[src/rtl/mbist_pkg.sv]
// March C- sequence tables and shared types for the MBIST controller.
// Pure definitions; no logic, no latency, no flow control.
package mbist_pkg;

    localparam int NUM_ELEM = 6;
    localparam int ELEM_W   = 3;

    typedef logic [2:0] state_e;

    localparam state_e ST_IDLE  = 3'd0;
    localparam state_e ST_LOAD  = 3'd1;
    localparam state_e ST_OP0   = 3'd2;
    localparam state_e ST_OP1   = 3'd3;
    localparam state_e ST_DONE  = 3'd4;
    localparam state_e ST_ABORT = 3'd5;

    typedef struct packed {
        logic rd;   // 1 = read/compare, 0 = write
        logic bg;   // background bit replicated across the word
    } march_op_t;

    typedef struct packed {
        logic      up;
        logic      two_ops;
        march_op_t op0;
        march_op_t op1;
    } march_elem_t;

    localparam march_elem_t MARCH_CM [NUM_ELEM] = '{
        '{up: 1'b1, two_ops: 1'b0, op0: '{rd: 1'b0, bg: 1'b0}, op1: '{rd: 1'b0, bg: 1'b0}},
        '{up: 1'b1, two_ops: 1'b1, op0: '{rd: 1'b1, bg: 1'b0}, op1: '{rd: 1'b0, bg: 1'b1}},
        '{up: 1'b1, two_ops: 1'b1, op0: '{rd: 1'b1, bg: 1'b1}, op1: '{rd: 1'b0, bg: 1'b0}},
        '{up: 1'b0, two_ops: 1'b1, op0: '{rd: 1'b1, bg: 1'b0}, op1: '{rd: 1'b0, bg: 1'b1}},
        '{up: 1'b0, two_ops: 1'b1, op0: '{rd: 1'b1, bg: 1'b1}, op1: '{rd: 1'b0, bg: 1'b0}},
        '{up: 1'b1, two_ops: 1'b0, op0: '{rd: 1'b1, bg: 1'b0}, op1: '{rd: 1'b0, bg: 1'b0}}
    };

endpackage

[src/rtl/mbist_resp_cmp.sv]
// Read-response checker: registers expectation on a read, compares next cycle (1-cycle latency).
// No backpressure; sticky fail with first-fail address/element capture, cleared by clr.
module mbist_resp_cmp
    import mbist_pkg::*;
#(
    parameter int ADDR_W = 10,
    parameter int DATA_W = 8
) (
    input  logic              clk,
    input  logic              rst_n,
    input  logic              clr,
    input  logic              rd_en,
    input  logic [DATA_W-1:0] rd_exp,
    input  logic [ADDR_W-1:0] rd_addr,
    input  logic [ELEM_W-1:0] rd_elem,
    input  logic [DATA_W-1:0] rdata,
    output logic              miscmp,
    output logic              fail,
    output logic [ADDR_W-1:0] fail_addr,
    output logic [ELEM_W-1:0] fail_elem
);

    logic              exp_vld;
    logic [DATA_W-1:0] exp_dat;
    logic [ADDR_W-1:0] exp_addr;
    logic [ELEM_W-1:0] exp_elem;

    assign miscmp = exp_vld && (rdata != exp_dat);

    always_ff @(posedge clk or negedge rst_n) begin
        if (!rst_n) begin
            exp_vld   <= 1'b0;
            exp_dat   <= '0;
            exp_addr  <= '0;
            exp_elem  <= '0;
            fail      <= 1'b0;
            fail_addr <= '0;
            fail_elem <= '0;
        end else begin
            exp_vld <= rd_en;
            if (rd_en) begin
                exp_dat  <= rd_exp;
                exp_addr <= rd_addr;
                exp_elem <= rd_elem;
            end
            if (clr) begin
                fail      <= 1'b0;
                fail_addr <= '0;
                fail_elem <= '0;
            end else if (miscmp) begin
                fail <= 1'b1;
                // Only the first miscompare of a run is recorded.
                if (!fail) begin
                    fail_addr <= exp_addr;
                    fail_elem <= exp_elem;
                end
            end
        end
    end

endmodule

[src/rtl/mbist_march_ctrl.sv]
// March C- sequencer driving an external up/down address counter; run takes 10N+13 cycles to done.
// No backpressure; start ignored while busy. MBIST_STOP_ON_FAIL_EN aborts on the first miscompare.
module mbist_march_ctrl
    import mbist_pkg::*;
#(
    parameter int ADDR_W = 10,
    parameter int DATA_W = 8
) (
    input  logic              clk,
    input  logic              rst_n,
    input  logic              start,
    output logic              busy,
    output logic              done,
    output logic              fail,
    output logic [ADDR_W-1:0] fail_addr,
    output logic [2:0]        fail_elem,
    output logic [ADDR_W-1:0] cnt_d_in,
    output logic              cnt_ld,
    output logic              cnt_u_d,
    output logic              cnt_cen,
    input  logic [ADDR_W-1:0] cnt_q,
    input  logic              cnt_cout,
    output logic [ADDR_W-1:0] mem_addr,
    output logic              mem_we,
    output logic              mem_re,
    output logic [DATA_W-1:0] mem_wdata,
    input  logic [DATA_W-1:0] mem_rdata
);

    state_e            state, state_nxt;
    logic [ELEM_W-1:0] elem, elem_nxt;
    march_elem_t       cur;
    march_op_t         op;
    logic              op_act;
    logic              miscmp;
    logic              clr;

    assign cur      = MARCH_CM[elem];
    assign mem_addr = cnt_q;
    assign mem_re   = op_act && op.rd;
    assign mem_we   = op_act && !op.rd;
    assign mem_wdata = mem_we ? {DATA_W{op.bg}} : '0;
    assign busy     = (state == ST_LOAD) || (state == ST_OP0) ||
                      (state == ST_OP1)  || (state == ST_ABORT);
    assign clr      = (state == ST_DONE) && start;

    always_comb begin
        state_nxt = state;
        elem_nxt  = elem;
        cnt_ld    = 1'b0;
        cnt_cen   = 1'b0;
        cnt_u_d   = 1'b1;
        cnt_d_in  = '0;
        op_act    = 1'b0;
        op        = cur.op0;
        case (state)
            ST_IDLE, ST_DONE: begin
                if (start) begin
                    state_nxt = ST_LOAD;
                    elem_nxt  = '0;
                end
            end
            ST_LOAD: begin
                cnt_ld    = 1'b1;
                cnt_cen   = 1'b1;
                cnt_u_d   = cur.up;
                cnt_d_in  = cur.up ? '0 : '1;
                state_nxt = ST_OP0;
            end
            ST_OP0: begin
                cnt_u_d = cur.up;
                // A wrapped counter ends the element; this cycle is the last read's compare slot.
                if (cnt_cout) begin
                    if (elem == ELEM_W'(NUM_ELEM - 1)) begin
                        state_nxt = ST_DONE;
                    end else begin
                        elem_nxt  = elem + 1'b1;
                        state_nxt = ST_LOAD;
                    end
                end else begin
                    op_act = 1'b1;
                    op     = cur.op0;
                    if (cur.two_ops) begin
                        state_nxt = ST_OP1;
                    end else begin
                        cnt_cen = 1'b1;
                    end
                end
            end
            ST_OP1: begin
                cnt_u_d   = cur.up;
                op_act    = 1'b1;
                op        = cur.op1;
                cnt_cen   = 1'b1;
                state_nxt = ST_OP0;
            end
`ifdef MBIST_STOP_ON_FAIL_EN
            ST_ABORT: begin
                state_nxt = ST_DONE;
            end
`endif
            default: begin
                state_nxt = ST_IDLE;
            end
        endcase
`ifdef MBIST_STOP_ON_FAIL_EN
        if (miscmp && ((state == ST_OP0) || (state == ST_OP1))) begin
            state_nxt = ST_ABORT;
        end
`endif
    end

`ifndef MBIST_STOP_ON_FAIL_EN
    logic miscmp_unused;
    assign miscmp_unused = miscmp;
`endif

    always_ff @(posedge clk or negedge rst_n) begin
        if (!rst_n) begin
            state <= ST_IDLE;
            elem  <= '0;
            done  <= 1'b0;
        end else begin
            state <= state_nxt;
            elem  <= elem_nxt;
            done  <= (state == ST_DONE) && !start;
        end
    end

    mbist_resp_cmp #(
        .ADDR_W (ADDR_W),
        .DATA_W (DATA_W)
    ) u_resp_cmp (
        .clk       (clk),
        .rst_n     (rst_n),
        .clr       (clr),
        .rd_en     (mem_re),
        .rd_exp    ({DATA_W{op.bg}}),
        .rd_addr   (cnt_q),
        .rd_elem   (elem),
        .rdata     (mem_rdata),
        .miscmp    (miscmp),
        .fail      (fail),
        .fail_addr (fail_addr),
        .fail_elem (fail_elem)
    );

endmodule

[config.mk]
export PLATFORM = sky130hd
export DESIGN_NAME = mbist_march_ctrl
export DESIGN_NICKNAME = d
export VERILOG_FILES = /design/src/rtl/mbist_pkg.sv /design/src/rtl/mbist_resp_cmp.sv /design/src/rtl/mbist_march_ctrl.sv
export SDC_FILE = /design/constraint.sdc
export NUM_CORES = 1
export LEC_CHECK = 0
export CAP_MARGIN = 10
export CORE_MARGIN = 5
export CORE_UTILIZATION = 47
export CTS_BUF_LIST = sky130_fd_sc_hd__clkbuf_8
export CTS_CLUSTER_DIAMETER = 120
export DETAILED_ROUTE_END_ITERATION = 8
export GPL_TIMING_DRIVEN = 0
export PLACE_DENSITY = 0.83
export SLEW_MARGIN = 40
export SYNTH_ARGS = -nofsm -noshare
export SYNTH_HDL_FRONTEND = slang
export SYNTH_SLANG_ARGS = --single-unit
[constraint.sdc]
create_clock -name clk -period 3.4 [get_ports clk]
set_input_delay 0.85 -clock clk [delete_from_list [all_inputs] [get_ports clk]]
set_output_delay 0.85 -clock clk [all_outputs]
set_load 0.1 [all_outputs]
Word level (Yosys, flattened, before mapping)
Memories as Yosys holds them, arrays and structs flattened. Cells that the tools add are included. Widths: inputs -> output; s select.

Bits in read-only memories: 48. Memories kept: 1. Bits of input ports: 22. Logic and storage cells: 75. Register bits after elaboration: 36.

Order comparisons: 1. $add $sub $neg: 1. Muxes and demuxes: 30. Bitwise operators: 1. Equality and inequality tests: 12. Reduce and logical (&&, ||, !) cells: 19.

Memory list: (name not given) (words 8, width 6, rd ports 1, clocked after memory_dff 0, write ports 0, RTL line mbist_march_ctrl.sv:38) `assign cur = MARCH_CM[elem];`.

Operator list (number): $mux 10 (5); $mux 3 (10); $mux 6 (2); $eq 3x3->1 const B (3); $pmux 3 s3 (1); $mux 8 (1); $ne 2x2->1 const B (4); $ne 8x8->1 (1); $mux 1 (7); $eq 3x2->1 const B (2); $pmux 3 s2 (1); $logic_and 1x1->1 (5); $ge 4x4->1 const B (1); $not 3->4 (1); $pmux 1 s2 (2); $reduce_and 2->1 (2); $reduce_and 4->1 (1); $reduce_bool 2->1 (2); $reduce_or 2->1 (2); $add 3x1->3 const B (1); $eq 3x1->1 const B (1); $logic_not 3->1 (1); $logic_or 1x1->1 (3); $ne 3x3->1 const B (1); other kinds (3) (4).

Depth between registers and ports, before layout
Gate-level depths: netlist (run 1).

Depth after elaboration: 8. Mapped depth: 7. Mapped depth without buffers: 6.

Hierarchy
From an unflattened synthesis (run 1), not the netlist that was laid out.

Cells, all modules: 210. Area, all modules: 2354.8 µm².

Modules (own cells, without submodules): mbist_resp_cmp (sequential area each 900.9 µm², area each 1571.5 µm², cells each 115, instances 1); mbist_march_ctrl (sequential area each 175.2 µm², area each 783.3 µm², cells each 95, instances 1).

Worst setup path after synthesis (run 1)
No wires, ideal clock.

Path kind: register -> output. Start point: register state[0]. End point: output cnt_d_in[1]. Data required time: 2550 ps. Buffers on the path: 3. Path slack: -2865 ps. Data arrival time: 5415 ps. Stages on the path, launching flop included: 5. Path through: dfrtp_1 > clkbuf_1 > clkbuf_1 > nor4b_1 > buf_4.

Cells in the longest elaborated chain, start to end: 2.

RTL lines: start: declaration (RTL line mbist_march_ctrl.sv:30) `state_e state, state_nxt;`; start signal: assignment (RTL line mbist_march_ctrl.sv:124) `state <= state_nxt;`; $eq 3x1->1 (RTL line mbist_march_ctrl.sv:56) `case (state)`; $mux 10 (RTL line mbist_march_ctrl.sv:56); end: declaration (RTL line mbist_march_ctrl.sv:17) `output logic [ADDR_W-1:0] cnt_d_in,`.

Every way passes these cells.

Worst setup path after layout (run 1)
Start point: input cnt_cout. End point: output mem_re.

Cells in the longest elaborated chain, start to end: 3.

RTL lines: start: declaration (RTL line mbist_march_ctrl.sv:22) `input logic cnt_cout,`; $mux 1 (RTL line mbist_march_ctrl.sv:73) `if (cnt_cout) begin`; $pmux 1 s2 (RTL line mbist_march_ctrl.sv:56); $logic_and 1x1->1 (RTL line mbist_march_ctrl.sv:40) `assign mem_re = op_act && op.rd;`; end: declaration (RTL line mbist_march_ctrl.sv:25) `output logic mem_re,`.

Every way passes these cells.

==> flow_summary.ini, run 1 <==
[floorplan]
die_width_um = 76.4
pin_count = 71
rows = 24
initial_utilization = 0.479
coreArea_um2 = 4320
die_h_um = 76.4
die_area_um2 = 5830

[sta]
worstMarginPinSlew_ns = 0.691
slew_viol_final = 0
fmax_mhz = 305
worst_clock_skew_ns = 0.00728
maxSlewHeadroom = 0.540
min_period_ns = 3.28
period_share = 0.964
setup_viol = 0
finalHoldViolCount = 0
rsz0062_at_grt = no

[placed_design]
dp_hpwl_um = 3470
postPlaceCellArea_um2 = 2640
io_buffers = 70
gp_congestion = 0.929

[setup_path]
required_ns = 2.55
end_kind = output pin
crit_path_top_delay_cell = clkdlybuf4s50_1
r2r_setup_slack_ns = 1.46
worstPathMaxFanout = 10
crit_type = in -> out
crit_arrival_ns = 2.43
cp_cell_sequence = clkdlybuf4s50_1 -> nor3_4 -> nand2_1 -> buf_2 -> inv_1 -> buf_6
cpPeakStageDelay_ns = 0.53
cp-start-kind = input pin

[grt]
grt_pass1_wl_um = 8050
first_global_vias = 1713
grt_max_degree = 24
grt.total_usage = 0.164
grt_overflow = 0
antenna_found_initial = 0

[finish]
final_nets = 297
diodes = 0
areaGrowthSynthToFinish_pct = 32.8
fill_cells = 355
multi_input_area_um2 = 911
stdcell_area_um2 = 2750
mostFrequentLayoutCells = buf_2 (46), dfrtp_1 (36), buf_4 (26), clkdlybuf4s50_1 (20), mux2_2 (13)
register_area_um2 = 901
drive_above_1_share = 0.494
final_common_cell = buf_2

[clock_tree]
cts_buffers = 5
cts_tree = yes
clk_path_buf_depth = 2
cts_max_level = 2
post-cts-setup-buffer-count = 0
cts.clk_slew.worst_paths_ns = 0.07
numClockSinks = 36
clock_latency_ns = 0.29
cts_root_buf = clkbuf_8

[worst_hold_path]
hp-class = in -> async

[detailed_routing]
routed_wl_um = 4490
drc = 0
detail_route.wl_per_cell_um = 13.9
vias = 1664
drtAntennaViolNets = 0
detail_route.first_pass.iterations = 4
drt-initial-drc-count = 56
vias_per_cell = 5.15

[logic_synthesis]
avgSynthCellArea_um2 = 10.8
ys_seq_area_frac = 0.435
ys_types = 42
synthArstFlopShare = 1.00
syn_inst = 192
synth-seq-cells = 36
synth_nets = 219
yosysWarnings = 0
synth_edf_count = 0
ys.flop_type = dfrtp_1
syn-cell-area_um2 = 2070

[power]
power_uw = 2550
leakage_uw = 0.00132
power_density_nw_per_um2 = 926
ir_worst_vdd_uv = 730

[outcome]
outcome = complete, no violations

[job]
maxCapViolCount = 0
[routing by layer]
layer  routed length (µm)  vias up  track usage
met5                    0        -            0
met4                   61        0       0.0524
met3                  294        7       0.0567
met2                 2230       60        0.277
met1                 1900      786        0.195
li1                     -      811            -
[synthesized netlist by cell type, types with 4 or more instances]
master | n | area, µm²
nand3_1 | 5 | 25.0
nand2b_1 | 5 | 31.3
nor2_1 | 7 | 26.3
buf_4 | 26 | 195
mux2_2 | 13 | 146
dfrtp_1 | 36 | 901
a21oi_2 | 11 | 96.3
o21ai_0 | 6 | 30.0
nand3_2 | 9 | 90.1
o21ai_1 | 9 | 45.0
inv_1 | 5 | 18.8
a21oi_1 | 8 | 40.0
buf_2 | 4 | 20.0
clkbuf_1 | 4 | 15.0
nand2_1 | 6 | 22.5
ha_1 | 5 | 62.6
[report_power, final]
group,switching [µW],internal [µW],total (µW)
sequential,86.0,559,645
clock,139,159,298
combinational,1190,412,1600
total,1420,1130,2550
[critical path: cells and delay by family]
family,cells,cell delay [ns]
buf+inv,4,1.12
simple gates,2,0.46
[metrics by stage]
stage | setup slack [ns] | instances | setup TNS (ns) | util | hold slack (ns)
final | 0.122 | 323 | 0 | 0.636 | 0.468
after global routing | 0.0142 | 323 | 0 | 0.636 | 0.486
after CTS | 0.0689 | 323 | 0 | 0.631 | 0.474
after detailed placement | -0.0551 | 315 | -0.0551 | 0.610 | 0.499
after global placement | -0.756 | 314 | -8.15 | 0.661 | 0.491
after floorplan | 0.00787 | 192 | 0 | - | 0.479
[registers in the layout, indices dropped and copies added, names as in the netlist]
signal                flops
done                      1
elem                      3
u_resp_cmp.fail           1
state                     3
u_resp_cmp.exp_elem       3
u_resp_cmp.fail_elem      3
u_resp_cmp.exp_vld        1
u_resp_cmp.exp_dat        1
u_resp_cmp.fail_addr     10
u_resp_cmp.exp_addr      10
[cell type report]
type / instances / area share
sequential: 36 / 0.328
clock buffer: 6 / 0.0300
buffer: 38 / 0.0955
tap: 52 / 0.0237
inverter: 5 / 0.00682
timing repair buffer: 71 / 0.182
multi-input combinational: 113 / 0.331
clock inverter: 2 / 0.00273
[logic make-up after synthesis]
| kind of cell | synth area share |
|---|---|
| AOI/OAI and AO/OA | 0.176 |
| adders and majority gates | 0.0302 |
| buffers and inverters | 0.135 |
| DFF | 0.435 |
| muxes | 0.0755 |
| and+or+nand+nor | 0.147 |
[path summary, 6_finish.rpt]
path	cells after the start	end	from
setup reg to reg	5	u_resp_cmp.fail_elem[0]$_DFFE_PN0P_	state[1]$_DFFE_PN0P_
min in group clk	1	u_resp_cmp.exp_addr[3]$_DFFE_PN0P_	u_resp_cmp.exp_addr[3]$_DFFE_PN0P_
hold reg to reg	1	u_resp_cmp.exp_addr[3]$_DFFE_PN0P_	u_resp_cmp.exp_addr[3]$_DFFE_PN0P_
hold / removal	1	u_resp_cmp.exp_addr[8]$_DFFE_PN0P_	rst_n
max in group asynchronous	2	elem[1]$_DFFE_PN0P_	rst_n
setup / recovery	6	mem_re	cnt_cout
[timing repair]
item	CTS	global route
endpoints found under the setup margin	1	8
pin swaps	0	0
hold buffers	0	0
resized for setup	1	8
Power figures use the tool's default switching activity.
==> run 2: changes to the inputs <==
--- a/config.mk
+++ b/config.mk
@@ -12,7 +12,7 @@
 export CTS_CLUSTER_DIAMETER = 120
 export DETAILED_ROUTE_END_ITERATION = 8
 export GPL_TIMING_DRIVEN = 0
-export PLACE_DENSITY = 0.83
+export PLACE_DENSITY = 0.8
 export SLEW_MARGIN = 40
 export SYNTH_ARGS = -nofsm -noshare
 export SYNTH_HDL_FRONTEND = slang
==> flow_summary.ini, run 2 (same netlist as run 1, synthesis figures left out) <==
[outcome]
outcome = complete, no violations

[sta]
setup_viol = 0
rsz0062_at_grt = no
finalHoldViolCount = 0
period_share = 0.963
min_period_ns = 3.27
maxSlewHeadroom = 0.497
fmax_mhz = 305
final.setup.tns_ns = 0
worstMarginPinSlew_ns = 0.753
worst_clock_skew_ns = 0.00386
slew_viol_final = 0

[power]
power_density_nw_per_um2 = 924
ir_worst_vdd_uv = 734
power_frac_comb = 0.635
clkPwrFrac = 0.110
seqPwrFrac = 0.254
p_switching_uw = 1420
leakage_uw = 0.00131
netSwitchingFraction = 0.563
p_int_uw = 1110

[setup_path]
required_ns = 2.55
crit_type = in -> out
crit_arrival_ns = 2.42
worstPathMaxFanout = 8
cp-start-kind = input pin
end_kind = output pin
rr_worst_depth = 5

[grt]
grt_max_degree = 25
grt_overflow = 0
antenna_found_initial = 0
first_global_vias = 1746
grt.total_usage = 0.168
grt_pass1_wl_um = 8110

[finish]
stdcell_area_um2 = 2740
register_area_um2 = 901
drive_above_1_share = 0.500
multi_input_area_um2 = 913
fill_cells = 376
final_nets = 297
diodes = 0
final_common_cell = buf_2
mostFrequentLayoutCells = buf_2 (46), dfrtp_1 (36), buf_4 (26), clkdlybuf4s50_1 (20), mux2_2 (13)
top_regs = u_resp_cmp.exp_addr: 10 flops, u_resp_cmp.fail_addr: 10 flops
areaGrowthSynthToFinish_pct = 32.3

[detailed_routing]
drc = 0
vias = 1661
detail_route.first_pass.iterations = 4
drtAntennaViolNets = 0
routed_wl_um = 4710
drt-initial-drc-count = 54
vias_per_cell = 5.16
detail_route.wl_per_cell_um = 14.6

[clock_tree]
cts_root_buf = clkbuf_8
cts_tree = yes
cts.clk_slew.worst_paths_ns = 0.07
clk_path_buf_depth = 2
clock_latency_ns = 0.29
cts_buffers = 5
numClockSinks = 36
hold_buffers = 0
cts_max_level = 2

[floorplan]
initial_utilization = 0.479
die_width_um = 76.4
pin_count = 71
coreArea_um2 = 4320
die_area_um2 = 5830
rows = 24
die_h_um = 76.4

[worst_hold_path]
hp-class = in -> async

[placed_design]
gp_congestion = 0.849
postPlaceCellArea_um2 = 2640
io_buffers = 70
dp_hpwl_um = 3530

[job]
maxCapViolCount = 0
## run 2: cell count changes in the layout (fill, tap and decap cells not counted)
cell      delta
clkinv_2     +1
nand2_2      +1
inv_1        -1
clkbuf_8     -1
nand2_1      -1
## run 2: worst max-delay path: stages
cell	delay, ns
clkdlybuf4s50_1	0.63
nor2_1	0.10
o21ba_2	0.21
and2_2	0.22
buf_4	0.14
clkbuf_4	0.27
## run 2: worst paths after layout
kind / start / end / slack (ns)
min reg2reg: u_resp_cmp.exp_addr[1]$_DFFE_PN0P_ / u_resp_cmp.exp_addr[1]$_DFFE_PN0P_ / 0.51
min: rst_n / u_resp_cmp.fail_addr[8]$_DFFE_PN0P_ / 0.46
max in group asynchronous: rst_n / elem[1]$_DFFE_PN0P_ / 2.51
max: cnt_cout / mem_wdata[7] / 0.13
max reg2reg: state[1]$_DFFE_PN0P_ / u_resp_cmp.fail_addr[5]$_DFFE_PN0P_ / 1.38
min in group clk: u_resp_cmp.exp_addr[1]$_DFFE_PN0P_ / u_resp_cmp.exp_addr[1]$_DFFE_PN0P_ / 0.51
## run 2: through the flow
step                 util  setup slack [ns]  cells  power [µW]  hold WS, ns
finish              0.634             0.126    322        2530        0.461
global route        0.634            0.0404    322        2670        0.477
CTS                 0.628            0.0488    322        2520        0.465
detailed placement  0.610           -0.0843    315        2240        0.493
global placement    0.661            -0.779    314        2330        0.496
floorplan               -           0.00787    192        1980        0.479
## run 2: power by group through the flow
stage / Clock [µW] / Combinational [µW] / Sequential, µW
6_report: 279 / 1610 / 644
5_1_grt: 304 / 1700 / 662
4_1_cts: 284 / 1590 / 643
3_5_place_dp: 0 / 1590 / 650
3_3_place_gp: 0 / 1680 / 648
2_1_floorplan: 0 / 1170 / 811
## run 2: repair_timing
item	in CTS	in global routing
pin swaps	0	0
hold endpoints to repair	0	0
gates resized for setup	1	9
cloned	0	0
setup buffers	0	0
endpoints found under the setup margin	1	8
## run 2: layout make-up
class | count | area share
plain buffers | 38 | 0.0959
clock buffers | 5 | 0.0251
clock inverters | 2 | 0.00320
inverters | 5 | 0.00685
multi-input cells | 113 | 0.333
flip-flops and latches | 36 | 0.329
well taps | 52 | 0.0237
repair buffers | 71 | 0.183
## run 2: metal layers
metal | track usage | wire length [µm]
met5 | 0 | 0
met2 | 0.284 | 2350
met1 | 0.203 | 1990
met4 | 0.0752 | 76
met3 | 0.0402 | 297
==> run 3: changes to the inputs <==
--- a/config.mk
+++ b/config.mk
@@ -12,6 +12,7 @@
 export CTS_CLUSTER_DIAMETER = 120
 export DETAILED_ROUTE_END_ITERATION = 8
 export GPL_TIMING_DRIVEN = 0
+export HOLD_SLACK_MARGIN = 0.06
 export PLACE_DENSITY = 0.8
 export SLEW_MARGIN = 40
 export SYNTH_ARGS = -nofsm -noshare
==> results of run 3 <==
No change in the layout: final DEF, timing and power equal those of run 2.
